## config.mk

```make
export PLATFORM = sky130hd
export DESIGN_NAME = ld_mem_sched
export DESIGN_NICKNAME = d
export VERILOG_FILES = /design/src/rtl/ld_mem_sched_pkg.sv /design/src/rtl/ld_mem_sched.sv
export SDC_FILE = /design/constraint.sdc
export NUM_CORES = 1
export LEC_CHECK = 0
export ABC_AREA = 1
export CAP_MARGIN = 20
export CORE_MARGIN = 2
export CORE_UTILIZATION = 30
export CTS_CLUSTER_SIZE = 24
export DETAILED_ROUTE_END_ITERATION = 6
export PLACE_DENSITY = 0.67
export SYNTH_ARGS = -nofsm -noshare
export SYNTH_HDL_FRONTEND = slang
export SYNTH_SLANG_ARGS = --single-unit
```

## constraint.sdc

```tcl
create_clock -name clk -period 1.2 [get_ports clk]
set_input_delay 0.24 -clock clk [delete_from_list [all_inputs] [get_ports clk]]
set_output_delay 0.24 -clock clk [all_outputs]
set_load 0.02 [all_outputs]
```

## src/rtl/ld_mem_sched_pkg.sv

```systemverilog
// Shared types and defaults for the load-stage data memory sequencer.
// The state enum, the default widths and the load latency live here so the design and its bench agree.
package ld_mem_sched_pkg;

    localparam int ADDR_W_DEF = 8;
    localparam int DATA_W_DEF = 8;

    // Cycles from request acceptance to the op_valid pulse.
    localparam int LD_LATENCY = 3;

    typedef enum logic [2:0] {
        ST_IDLE = 3'd0,
        ST_RD1  = 3'd1,
        ST_RD2  = 3'd2,
        ST_DONE = 3'd3,
        ST_HALT = 3'd4
    } state_e;

endpackage

```

## src/rtl/ld_mem_sched.sv

```systemverilog
// Load-stage memory sequencer: issues two back-to-back reads per load on a single-port
// synchronous-read memory, arbitrates store writes, and latches the halt condition.
module ld_mem_sched
    import ld_mem_sched_pkg::*;
#(
    parameter int ADDR_W = ADDR_W_DEF,
    parameter int DATA_W = DATA_W_DEF
) (
    input  logic              clk,
    input  logic              reset,
    input  logic              req_valid,
    input  logic [ADDR_W-1:0] req_adr_1,
    input  logic [ADDR_W-1:0] req_adr_2,
    input  logic              req_halt,
    input  logic              wb_write,
    input  logic [ADDR_W-1:0] wb_adr,
    input  logic [DATA_W-1:0] wb_data,
    output logic              wb_ready,
    output logic [ADDR_W-1:0] mem_adr,
    output logic              mem_we,
    output logic [DATA_W-1:0] mem_wdata,
    input  logic [DATA_W-1:0] mem_rdata,
    output logic              freeze,
    output logic              op_valid,
    output logic [DATA_W-1:0] data_out_1,
    output logic [DATA_W-1:0] data_out_2,
    output logic              halted
);

    state_e            state_reg, state_next;
    logic [ADDR_W-1:0] adr_2_reg, adr_2_next;
    logic              halted_reg, halted_next;
    logic [DATA_W-1:0] data_1_reg, data_2_reg;

    // IDLE and HALT both own the port for stores; only IDLE may start loads.
    logic port_free;
    assign port_free = (state_reg == ST_IDLE) || (state_reg == ST_HALT);

    always_comb begin
        state_next  = state_reg;
        adr_2_next  = adr_2_reg;
        halted_next = halted_reg;
        mem_adr     = '0;
        mem_we      = 1'b0;
        mem_wdata   = '0;
        wb_ready    = 1'b0;
        freeze      = 1'b0;
        op_valid    = 1'b0;

        if (port_free && wb_write) begin
            mem_we    = 1'b1;
            mem_adr   = wb_adr;
            mem_wdata = wb_data;
            wb_ready  = 1'b1;
            // A load colliding with a store is held off for this cycle.
            freeze    = (state_reg == ST_IDLE) && req_valid;
        end else begin
            case (state_reg)
                ST_IDLE: begin
                    if (req_valid && req_halt) begin
                        halted_next = 1'b1;
                        state_next  = ST_HALT;
                    end else if (req_valid) begin
                        mem_adr    = req_adr_1;
                        adr_2_next = req_adr_2;
                        freeze     = 1'b1;
                        state_next = ST_RD1;
                    end
                end
                ST_RD1: begin
                    mem_adr    = adr_2_reg;
                    freeze     = 1'b1;
                    state_next = ST_RD2;
                end
                ST_RD2: begin
                    freeze     = 1'b1;
                    state_next = ST_DONE;
                end
                ST_DONE: begin
                    op_valid   = 1'b1;
                    state_next = ST_IDLE;
                end
                ST_HALT: begin
                    state_next = ST_HALT;
                end
                default: begin
                    state_next = ST_IDLE;
                end
            endcase
        end
    end

    always_ff @(posedge clk) begin
        if (reset) begin
            state_reg  <= ST_IDLE;
            adr_2_reg  <= '0;
            halted_reg <= 1'b0;
            data_1_reg <= '0;
            data_2_reg <= '0;
        end else begin
            state_reg  <= state_next;
            adr_2_reg  <= adr_2_next;
            halted_reg <= halted_next;
            // Read data arrives one cycle after its address was presented.
            if (state_reg == ST_RD1) begin
                data_1_reg <= mem_rdata;
            end
            if (state_reg == ST_RD2) begin
                data_2_reg <= mem_rdata;
            end
        end
    end

    assign data_out_1 = data_1_reg;
    assign data_out_2 = data_2_reg;
    assign halted     = halted_reg;

endmodule

```

* After elaboration in Yosys (flattened, before gate mapping)
Index checks and enable logic that the tools add are counted.
** Cells by class
- Reduce and logical (&&, ||, !) cells :: 9
- Bitwise logic cells :: 2
- Mux-type cells :: 15
- Equality and inequality tests :: 5
** Operators by type and width (number)
- $mux 8 :: 4
- $pmux 8 s2 :: 1
- $pmux 3 s4 :: 1
- $eq 3x2->1 const B :: 2
- $mux 1 :: 6
- $mux 3 :: 2
- $reduce_and 4->1 :: 1
- $eq 3x1->1 const B :: 1
- $eq 3x3->1 const B :: 1
- $logic_and 1x1->1 :: 3
- $logic_not 3->1 :: 1
- $ne 3x2->1 const B :: 1
- $reduce_and 3->1 :: 1
- $not 1->1 :: 2
- $pmux 1 s2 :: 1
- $reduce_and 2->1 :: 1
- $reduce_or 2->1 :: 1
- $logic_or 1x1->1 :: 1
** Word-level totals
- Input bits :: 45
- Output and inout port bits :: 37
- Logic and storage cells :: 36
- Flip-flop bits (word level) :: 28

* Depth between registers and ports, before layout
Gate-level depths: netlist of run 1.
- Depth after elaboration :: 5
- Gate-level depth with buffers :: 7
- Depth with buffers taken out :: 6

* Least setup slack after synthesis of run 1
No wires, ideal clock.
- Kind :: register to output
- Start :: register state_reg[0]
- End :: output port mem_wdata[0]
- Arrival :: 1.069 ns
- Data required time :: 0.960 ns
- Buffers on the path :: 1
- Setup slack :: -0.109 ns
- Cell stages (with the launch flop) :: 5
- Cells stage by stage :: dfxtp_1 nor2_4 nand2_2 buf_4 nor2_1
** Between the ends
- Word-level cells in the longest chain between the ends :: 4
- Elaborated cells on any way between the ends :: 5
- Classes of those cells :: eq/ne: 1; mux: 1; reduce/logical: 3
** RTL lines
- start: declaration :: line ld_mem_sched.sv:30 : state_e state_reg, state_next;
- start signal: assignment :: line ld_mem_sched.sv:101 : state_reg <= state_next;
- $eq 3x3->1 or $logic_not 3->1 (tied branches) :: line ld_mem_sched.sv:37 : assign port_free = (state_reg == ST_IDLE) || (state_reg == ST_HALT);
- $logic_or 1x1->1 * :: line ld_mem_sched.sv:37
- $logic_and 1x1->1 * :: line ld_mem_sched.sv:50 : if (port_free && wb_write) begin
- $mux 8 * :: line ld_mem_sched.sv:50
- end: declaration :: line ld_mem_sched.sv:21 : output logic [DATA_W-1:0] mem_wdata,
Mark *: on every way between the ends. The rest lies on a longest branch, timed or not.

* Worst setup path in the final report of run 1
- Start :: register state_reg[2]
- End :: output port mem_adr[0]
** Between the ends
- Word-level cells in the longest chain between the ends :: 4
- Elaborated cells on any way between the ends :: 7
- Classes of those cells :: eq/ne: 2; mux: 2; reduce/logical: 3
** RTL lines
- branches (longest 3 deep; another with $pmux 8 s2)
- $mux 8 * :: line ld_mem_sched.sv:50
- end: declaration :: line ld_mem_sched.sv:19 : output logic [ADDR_W-1:0] mem_adr,
Mark *: on every way between the ends.

==> metrics.log, run 1 <==
INFO  metric status = finished with violations
INFO  metric failed_checks = negative setup slack
INFO  metric antenna_found_initial = 0
INFO  metric clockPowerShare = ~25%
INFO  metric drt_first_iter_violations = 39
INFO  metric cpPeakStageDelay = between 0.3 and 0.4 ns
INFO  metric grt_pass1_vias = between 1500 and 2000
INFO  metric tritoncts = yes
INFO  metric ant_nets = 0
INFO  metric worstSetupStartpointType = flop
INFO  metric cts_max_level = 1
INFO  metric pre_cts_setup_slack = -0.931 ns
INFO  metric max_freq = around 630 MHz
INFO  metric num_antenna_cells = 0
INFO  metric grtUsageTotal = between 10% and 20%
INFO  metric synth_seq_area_share = roughly 40%
INFO  metric peakVddDrop = about 730 µV
INFO  metric ys_top_cells_by_area = dfxtp_1, nor2_1, nand2_1
INFO  metric cts.reportedPaths.clkPinSlew = ~0.09 ns
INFO  metric yosysUniqueCellTypes = 19
INFO  metric io_buffers = slightly above 80
INFO  metric largest_net_degree_at_the_start_of_global_routing = 17
INFO  metric setup_repair_after_global_routing_missed_its_margin = true
INFO  metric power.switching = slightly below 1 mW
INFO  metric max-slew-margin-rel = between 80% and 90%
INFO  metric dp_hpwl = between 3000 and 4000 µm
INFO  metric tritoncts.num_buffers = 3
INFO  metric initial_standard_cell_utilization_of_the_core = about a third
INFO  metric most_numerous_cell_in_the_yosys_netlist = nor2_1
INFO  metric slew_viol_final = 0
INFO  metric timing.hold.ws = roughly 0.47 ns
INFO  metric finalSetupTns = -8.07 ns
INFO  metric worst-slew-pin-transition = ~0.27 ns
INFO  metric worst_clock_skew = approximately 0.0075 ns
INFO  metric asyncSetResetFlopFracSynth = 0%
INFO  metric syn_nets = 270
INFO  metric route.detailed.vias_per_inst = between 4 and 5
INFO  metric seqPwrFrac = 35.1%
INFO  metric worstSetupEndpointType = primary output
INFO  metric p_leak = approximately 1.3 nW
INFO  metric post_synthesis_cells = ~230
INFO  metric final-setup-viol-count = 30
INFO  metric dr_total_vias = ~1800
INFO  metric synth_top_cell_area_share = about two fifths
INFO  metric util_after_layout = between 60% and 70%
INFO  metric fillers = roughly 400
INFO  metric multi_input_area = between 800 and 900 µm²
INFO  metric hold_path.class = flop to flop
INFO  metric die_width = 72.6 µm
INFO  metric synthDominantAreaCellType = dfxtp_1
INFO  metric p_sw_share = between 30% and 40%
INFO  metric area_growth_syn_to_layout = 94.9%
INFO  metric place_congestion = ~0.74
INFO  metric synth-edff-count = 0
INFO  metric clock-root-buffer = clkbuf_8
INFO  metric number_of_top_level_pins = 82
INFO  metric synth-main-ff-cell = dfxtp_1
INFO  metric postSynthRegisterBits = 28
INFO  metric die_height = 72.6 µm
INFO  metric dr.pass1.iters = 4
INFO  metric required = 0.96 ns
INFO  metric drt_drc_violations_left = 0
INFO  metric floorplan.die_area = approximately 5300 µm²
INFO  metric fin_nets = about 380
INFO  metric pwr-share-comb = between 40% and 50%
INFO  metric clkSinkCount = 28
INFO  metric path_cells = nor2_4, nand2_2, nor2_1, o21ai_1, nand2_1, buf_6
INFO  metric grt_pass1_wl = 7530 µm
INFO  metric route.detailed.wl_per_inst = between 10 and 15 µm
INFO  metric clkLatencyLatePin = around 0.28 ns
INFO  metric syn-cell-area = roughly 1400 µm²
INFO  metric drv.max_cap_violation_count = 0
INFO  metric critical-path-slowest-cell = dfxtp_4
INFO  metric critical_path.max_fanout = 5
INFO  metric yosys_warnings = 0
INFO  metric power_density = roughly 1100 nW/µm²
INFO  metric layout_min_cycle_time = roughly 1.6 ns
INFO  metric netlist_top_cells_count = nor2_1, nand2_1, dfxtp_1, inv_1, o21ai_0
INFO  metric criticalPathCategory = flop to primary output
INFO  metric grt.overflow.total = 0
INFO  metric syn_area_per_cell = about 6.3 µm²
INFO  metric clk_path_buf_depth = 2
INFO  metric detail_route.wirelength = slightly below 5000 µm
INFO  metric seq_area = 572 µm²
INFO  metric layout_worst_path_cycle_share = 133%
INFO  metric internal_pwr_total = slightly above 2 mW
INFO  metric core_area = 4440 µm²
INFO  metric holdBufCountCts = 0
INFO  metric report.final.hold_viol_count = 0
INFO  metric worstPathArrival = 1.36 ns
INFO  metric fraction_of_layout_instances_using_a_drive_strength_above_1 = 37.7%
INFO  metric floorplan.rows = 24
INFO  metric post-route-worst-setup-slack = -0.399 ns
## per-stage QoR
step | total power, mW | cells | instance area, µm²
6_report | 3.00 | 389 | 2750
3_3_place_gp | 2.09 | 372 | 2470
3_5_place_dp | 2.10 | 372 | 2470
4_1_cts | 2.90 | 380 | 2640
2_1_floorplan | 1.60 | 225 | 1490
5_1_grt | 3.16 | 389 | 2750
## cell families (layout without fill, tap and decap cells)
| kind of cell | after synthesis | after routing | share of synthesized area [%] |
|---|---|---|---|
| and+or+nand+nor | 133 | 137 | 38.6 |
| buffers and inverters | 36 | 144 | 11.6 |
| AOI/OAI and AO/OA | 28 | 28 | 10.1 |
| DFF | 28 | 28 | 39.7 |
## cell usage in the layout (no fill, tap or decap), drive strengths merged
| master | instances |
|---|---|
| nand4 | 2 |
| buf | 50 |
| a21oi | 1 |
| clkdlybuf4s15 | 4 |
| o21a | 1 |
| o21ai | 26 |
| nor3 | 1 |
| dfxtp | 28 |
| clkdlybuf4s50 | 42 |
| dlygate4sd2 | 1 |
| inv | 28 |
| clkbuf | 17 |
| nand3 | 9 |
| nand2 | 46 |
| bufinv | 1 |
| clkinvlp | 1 |
| nor2 | 79 |
## critical path, delay by kind of cell, from the launching register on
| family | cells | cell delay [ns] |
|---|---|---|
| flip-flops | 1 | 0.38 |
| buffers and inverters | 1 | 0.11 |
| AO/OA/AOI/OAI | 1 | 0.07 |
| AND/OR/NAND/NOR | 4 | 0.52 |
## per-layer routing
metal  part of all wire [%]  global-route usage [%]  vias to the layer above  wire length (µm)
met5                      0                       0                        -                 0
met4                    2.7                    5.14                        0               133
met3                    6.5                    2.76                       14               319
met2                     47                    28.3                       72              2310
met1                     44                    24.6                      765              2160
li1                       -                       -                      920                 -
## power by group through the flow
stage | registers, mW | clock network [mW] | logic [mW]
3_3_place_gp | 1.07 | 0 | 1.02
2_1_floorplan | 1.13 | 0 | 0.466
6_report | 1.05 | 0.744 | 1.20
4_1_cts | 1.05 | 0.758 | 1.10
5_1_grt | 1.06 | 0.798 | 1.29
3_5_place_dp | 1.07 | 0 | 1.03
## final timing paths
path,depth (start not counted),start,to,slack [ns]
worst max-delay path,6,state_reg[2]$_SDFFE_PP0P_,mem_adr[0],-0.40
worst min-delay path,2,data_out_1[5]$_SDFFE_PP0N_,data_out_1[5]$_SDFFE_PP0N_,0.47
worst max register to register,8,state_reg[2]$_SDFFE_PP0P_,data_out_1[0]$_SDFFE_PP0N_,-0.18
worst min register to register,2,data_out_1[5]$_SDFFE_PP0N_,data_out_1[5]$_SDFFE_PP0N_,0.47
## timing repair
item                       CTS  global route
cloned                       3             3
resized for setup          172            69
pin swaps                    6            11
setup endpoints to repair   54            59
buffers inserted             1             6
## cell type report
cell class                      instances  area share (%)
Sequential cell                        28            20.8
Timing Repair Buffer                  111            37.2
Tap cell                               52            2.37
Timing Repair inverter                  1           0.227
Clock buffer                            3            1.50
Clock inverter                          1            1.09
Multi-Input combinational cell        165            32.4
Inverter                               28            4.41
No activity file was read; power rests on OpenSTA's default activity.
==> inputs of run 2 (changes only) <==
Settings changed: SETUP_SLACK_MARGIN set to 0.3, SLEW_MARGIN set to 20.
==> run 2 against run 1 <==
  * The run still ends with negative setup slack left
  * Core utilization increased by 4.7 points
  * Clock power increased by 0.7%
  * Sequential power about the same
  * Clock skew up 0.0012 ns
  * Sequential cell count unchanged
  * Register-to-register slack better by 0.04 ns
  * Final area is 7.6% higher
  * Critical path depth is the same
  * Sequential share of layout area shrank 0.83 points
  * Total power increased by 3.7%
==> metrics.log, run 2 (synthesized netlist as in run 1, its figures left out) <==
INFO  metric status = finished with violations
INFO  metric failed_checks = negative setup slack
INFO  metric worstPathArrival = approximately 1.4 ns
INFO  metric slew_viol_final = 0
INFO  metric required = about 0.96 ns
INFO  metric setup_repair_after_global_routing_missed_its_margin = true
INFO  metric dr_total_vias = roughly 1800
INFO  metric max_freq = just over 600 MHz
INFO  metric initial_standard_cell_utilization_of_the_core = approximately a third
INFO  metric top_usage_layer = met2
INFO  metric floorplan.die_area = between 5000 and 6000 µm²
INFO  metric worst_clock_skew = a little under 0.009 ns
INFO  metric rrSetupSlack = -0.14 ns
INFO  metric path_cells = nor2_2, nand2_4, nor2_1, o21ai_2, nand2_2, buf_2
INFO  metric dp_hpwl = about 3300 µm
INFO  metric post-route-worst-setup-slack = -0.418 ns
INFO  metric layout_common_cells = nor2_1, clkdlybuf4s50_1, buf_6
INFO  metric final-setup-viol-count = 39
INFO  metric fin_nets = around 380
INFO  metric floorplan.rows = 24
INFO  metric grt_pass1_wl = 7730 µm
INFO  metric worstSetupStartpointType = flop
INFO  metric p_leak = around 1.3 nW
INFO  metric io_buffers = approximately 80
INFO  metric internal_pwr_total = between 2 and 2.5 mW
INFO  metric cts_max_level = 1
INFO  metric grt_pass1_vias = 1680
INFO  metric antenna_found_initial = 0
INFO  metric most_frequent_standard_cell_in_the_layout_excluding_fill_and_tap_cells = nor2_1
INFO  metric power_density = between 1000 and 1500 nW/µm²
INFO  metric num_antenna_cells = 0
INFO  metric worstSetupEndpointType = primary output
INFO  metric reg2reg_to = data_out_1[7]$_SDFFE_PP0N_
INFO  metric power.switching = around 1 mW
INFO  metric hold_path.class = flop to flop
INFO  metric worst_setup_path_endpoint = mem_adr[7]
INFO  metric die_height = slightly above 70 µm
INFO  metric pre_cts_setup_slack = -0.885 ns
INFO  metric cpPeakStageDelay = 0.39 ns
INFO  metric drv.max_cap_violation_count = 0
INFO  metric core_area = roughly 4400 µm²
INFO  metric clk_path_buf_depth = 2
INFO  metric fraction_of_layout_instances_using_a_drive_strength_above_1 = about half
INFO  metric drt_drc_violations_left = 0
INFO  metric largest_net_degree_at_the_start_of_global_routing = 27
INFO  metric number_of_top_level_pins = 82
INFO  metric layout_worst_path_cycle_share = 135%
INFO  metric route.detailed.vias_per_inst = between 4 and 5
INFO  metric die_width = just over 70 µm
INFO  metric ant_nets = 0
INFO  metric route.detailed.wl_per_inst = about 13 µm
INFO  metric max-slew-margin-rel = 84.8%
INFO  metric critical_path.max_fanout = 9
INFO  metric cts.reportedPaths.clkPinSlew = ~0.1 ns
INFO  metric critical-path-slowest-cell = dfxtp_4
INFO  metric tritoncts = yes
INFO  metric grt.overflow.total = 0
INFO  metric worst-slew-pin-transition = approximately 0.23 ns
INFO  metric clock-root-buffer = clkbuf_8
INFO  metric grt_use_met1 = between 20% and 30%
INFO  metric report.final.hold_viol_count = 0
INFO  metric place_congestion = just over 0.8
INFO  metric util_after_layout = approximately 67%
INFO  metric criticalPathCategory = flop to primary output
INFO  metric detail_route.wirelength = roughly 5000 µm
INFO  metric drt_first_iter_violations = 50
INFO  metric regToRegStartpoint = state_reg[1]$_SDFFE_PP0P_
INFO  metric finalSetupTns = -8.51 ns
INFO  metric p_sw_share = 32.0%
INFO  metric worstRegToRegCells = 7
INFO  metric globalRouteMet3Util = under 10%
INFO  metric clockPowerShare = 24.1%
INFO  metric seqPwrFrac = 34.5%
INFO  metric grtUsageTotal = 18.2%
INFO  metric dr.pass1.iters = 4
INFO  metric area_growth_syn_to_layout = 110%
INFO  metric clkSinkCount = 28
INFO  metric origin_of_the_worst_setup_path = state_reg[1]$_SDFFE_PP0P_
INFO  metric gr_util_met2 = between 30% and 40%
INFO  metric pwr-share-comb = around two fifths
INFO  metric clkLatencyLatePin = roughly 0.28 ns
INFO  metric fillers = 383
INFO  metric peakVddDrop = ~660 µV
INFO  metric tritoncts.num_buffers = 3
INFO  metric layout_min_cycle_time = ~1.6 ns
[run 2: cell count changes in the layout (fill, tap and decap cells not counted), moves of 6 or more]
cell,previous run,this run
nor2_1,58,52
dfxtp_1,25,8
o21ai_2,6,12
nor2_4,7,13
dfxtp_2,0,18
clkbuf_2,14,0
buf_6,23,41
o21ai_1,18,12
[run 2: how the worst min path moves through the flow]
stage                              startpoint                   endpoint  slack, ns  cells past startpoint
final                     halted$_SDFFE_PP0P_        halted$_SDFFE_PP0P_       0.48                      1
after detailed placement  halted$_SDFFE_PP0P_        halted$_SDFFE_PP0P_       0.46                      1
after CTS                 halted$_SDFFE_PP0P_        halted$_SDFFE_PP0P_       0.49                      1
after global routing      halted$_SDFFE_PP0P_        halted$_SDFFE_PP0P_       0.51                      1
after global placement    halted$_SDFFE_PP0P_        halted$_SDFFE_PP0P_       0.45                      1
after floorplan                         reset  state_reg[1]$_SDFFE_PP0P_       0.30                      1
[run 2: routing by layer]
| layer | wire length (µm) | up-vias |
|---|---|---|
| li1 | - | 912 |
| met1 | 2120 | 792 |
| met2 | 2450 | 52 |
| met3 | 258 | 7 |
| met4 | 56 | 0 |
| met5 | 0 | - |
[run 2: timing repair]
| action | in CTS | in global routing |
|---|---|---|
| endpoints found under the setup margin | 65 | 65 |
| hold buffers | 0 | 0 |
| pin swaps | 12 | 9 |
| resized for setup | 267 | 41 |
| buffers inserted | 5 | 5 |
| gates cloned | 2 | 1 |
| hold endpoints to repair | 0 | 0 |
[run 2: stage by stage]
stage               power [mW]  cells  area (µm²)  hold WS (ns)
floorplan                 1.64    225        1550         0.303
CTS                       3.04    383        2810         0.486
global placement          2.15    372        2560         0.451
detailed placement        2.16    372        2560         0.458
finish                    3.11    389        2960         0.484
global route              3.27    389        2960         0.510
[run 2: cell type report]
cell class                 instances  area [µm²]  area share, %
timing repair buffer             115        1170           39.5
multi-input combinational        162         940           31.8
sequential                        28         591           20.0
inverter                          28         123           4.14
tap                               52        65.1           2.20
clock buffer                       3        41.3           1.40
clock inverter                     1        30.0           1.01
[run 2: worst max-delay path, delay by kind of cell, from the launching register on]
| kind | cells | cell delay, ns |
|---|---|---|
| AND/OR/NAND/NOR | 4 | 0.47 |
| flip-flops | 1 | 0.39 |
| AO/OA/AOI/OAI | 1 | 0.09 |
| buffers and inverters | 1 | 0.15 |
[run 2: power groups by stage]
stage          registers [mW]  clock network (mW)  logic (mW)
6_report                 1.07               0.749        1.29
5_1_grt                  1.08               0.798        1.38
4_1_cts                  1.07               0.763        1.20
2_1_floorplan            1.13                   0       0.513
3_3_place_gp             1.07                   0        1.08
3_5_place_dp             1.07                   0        1.09
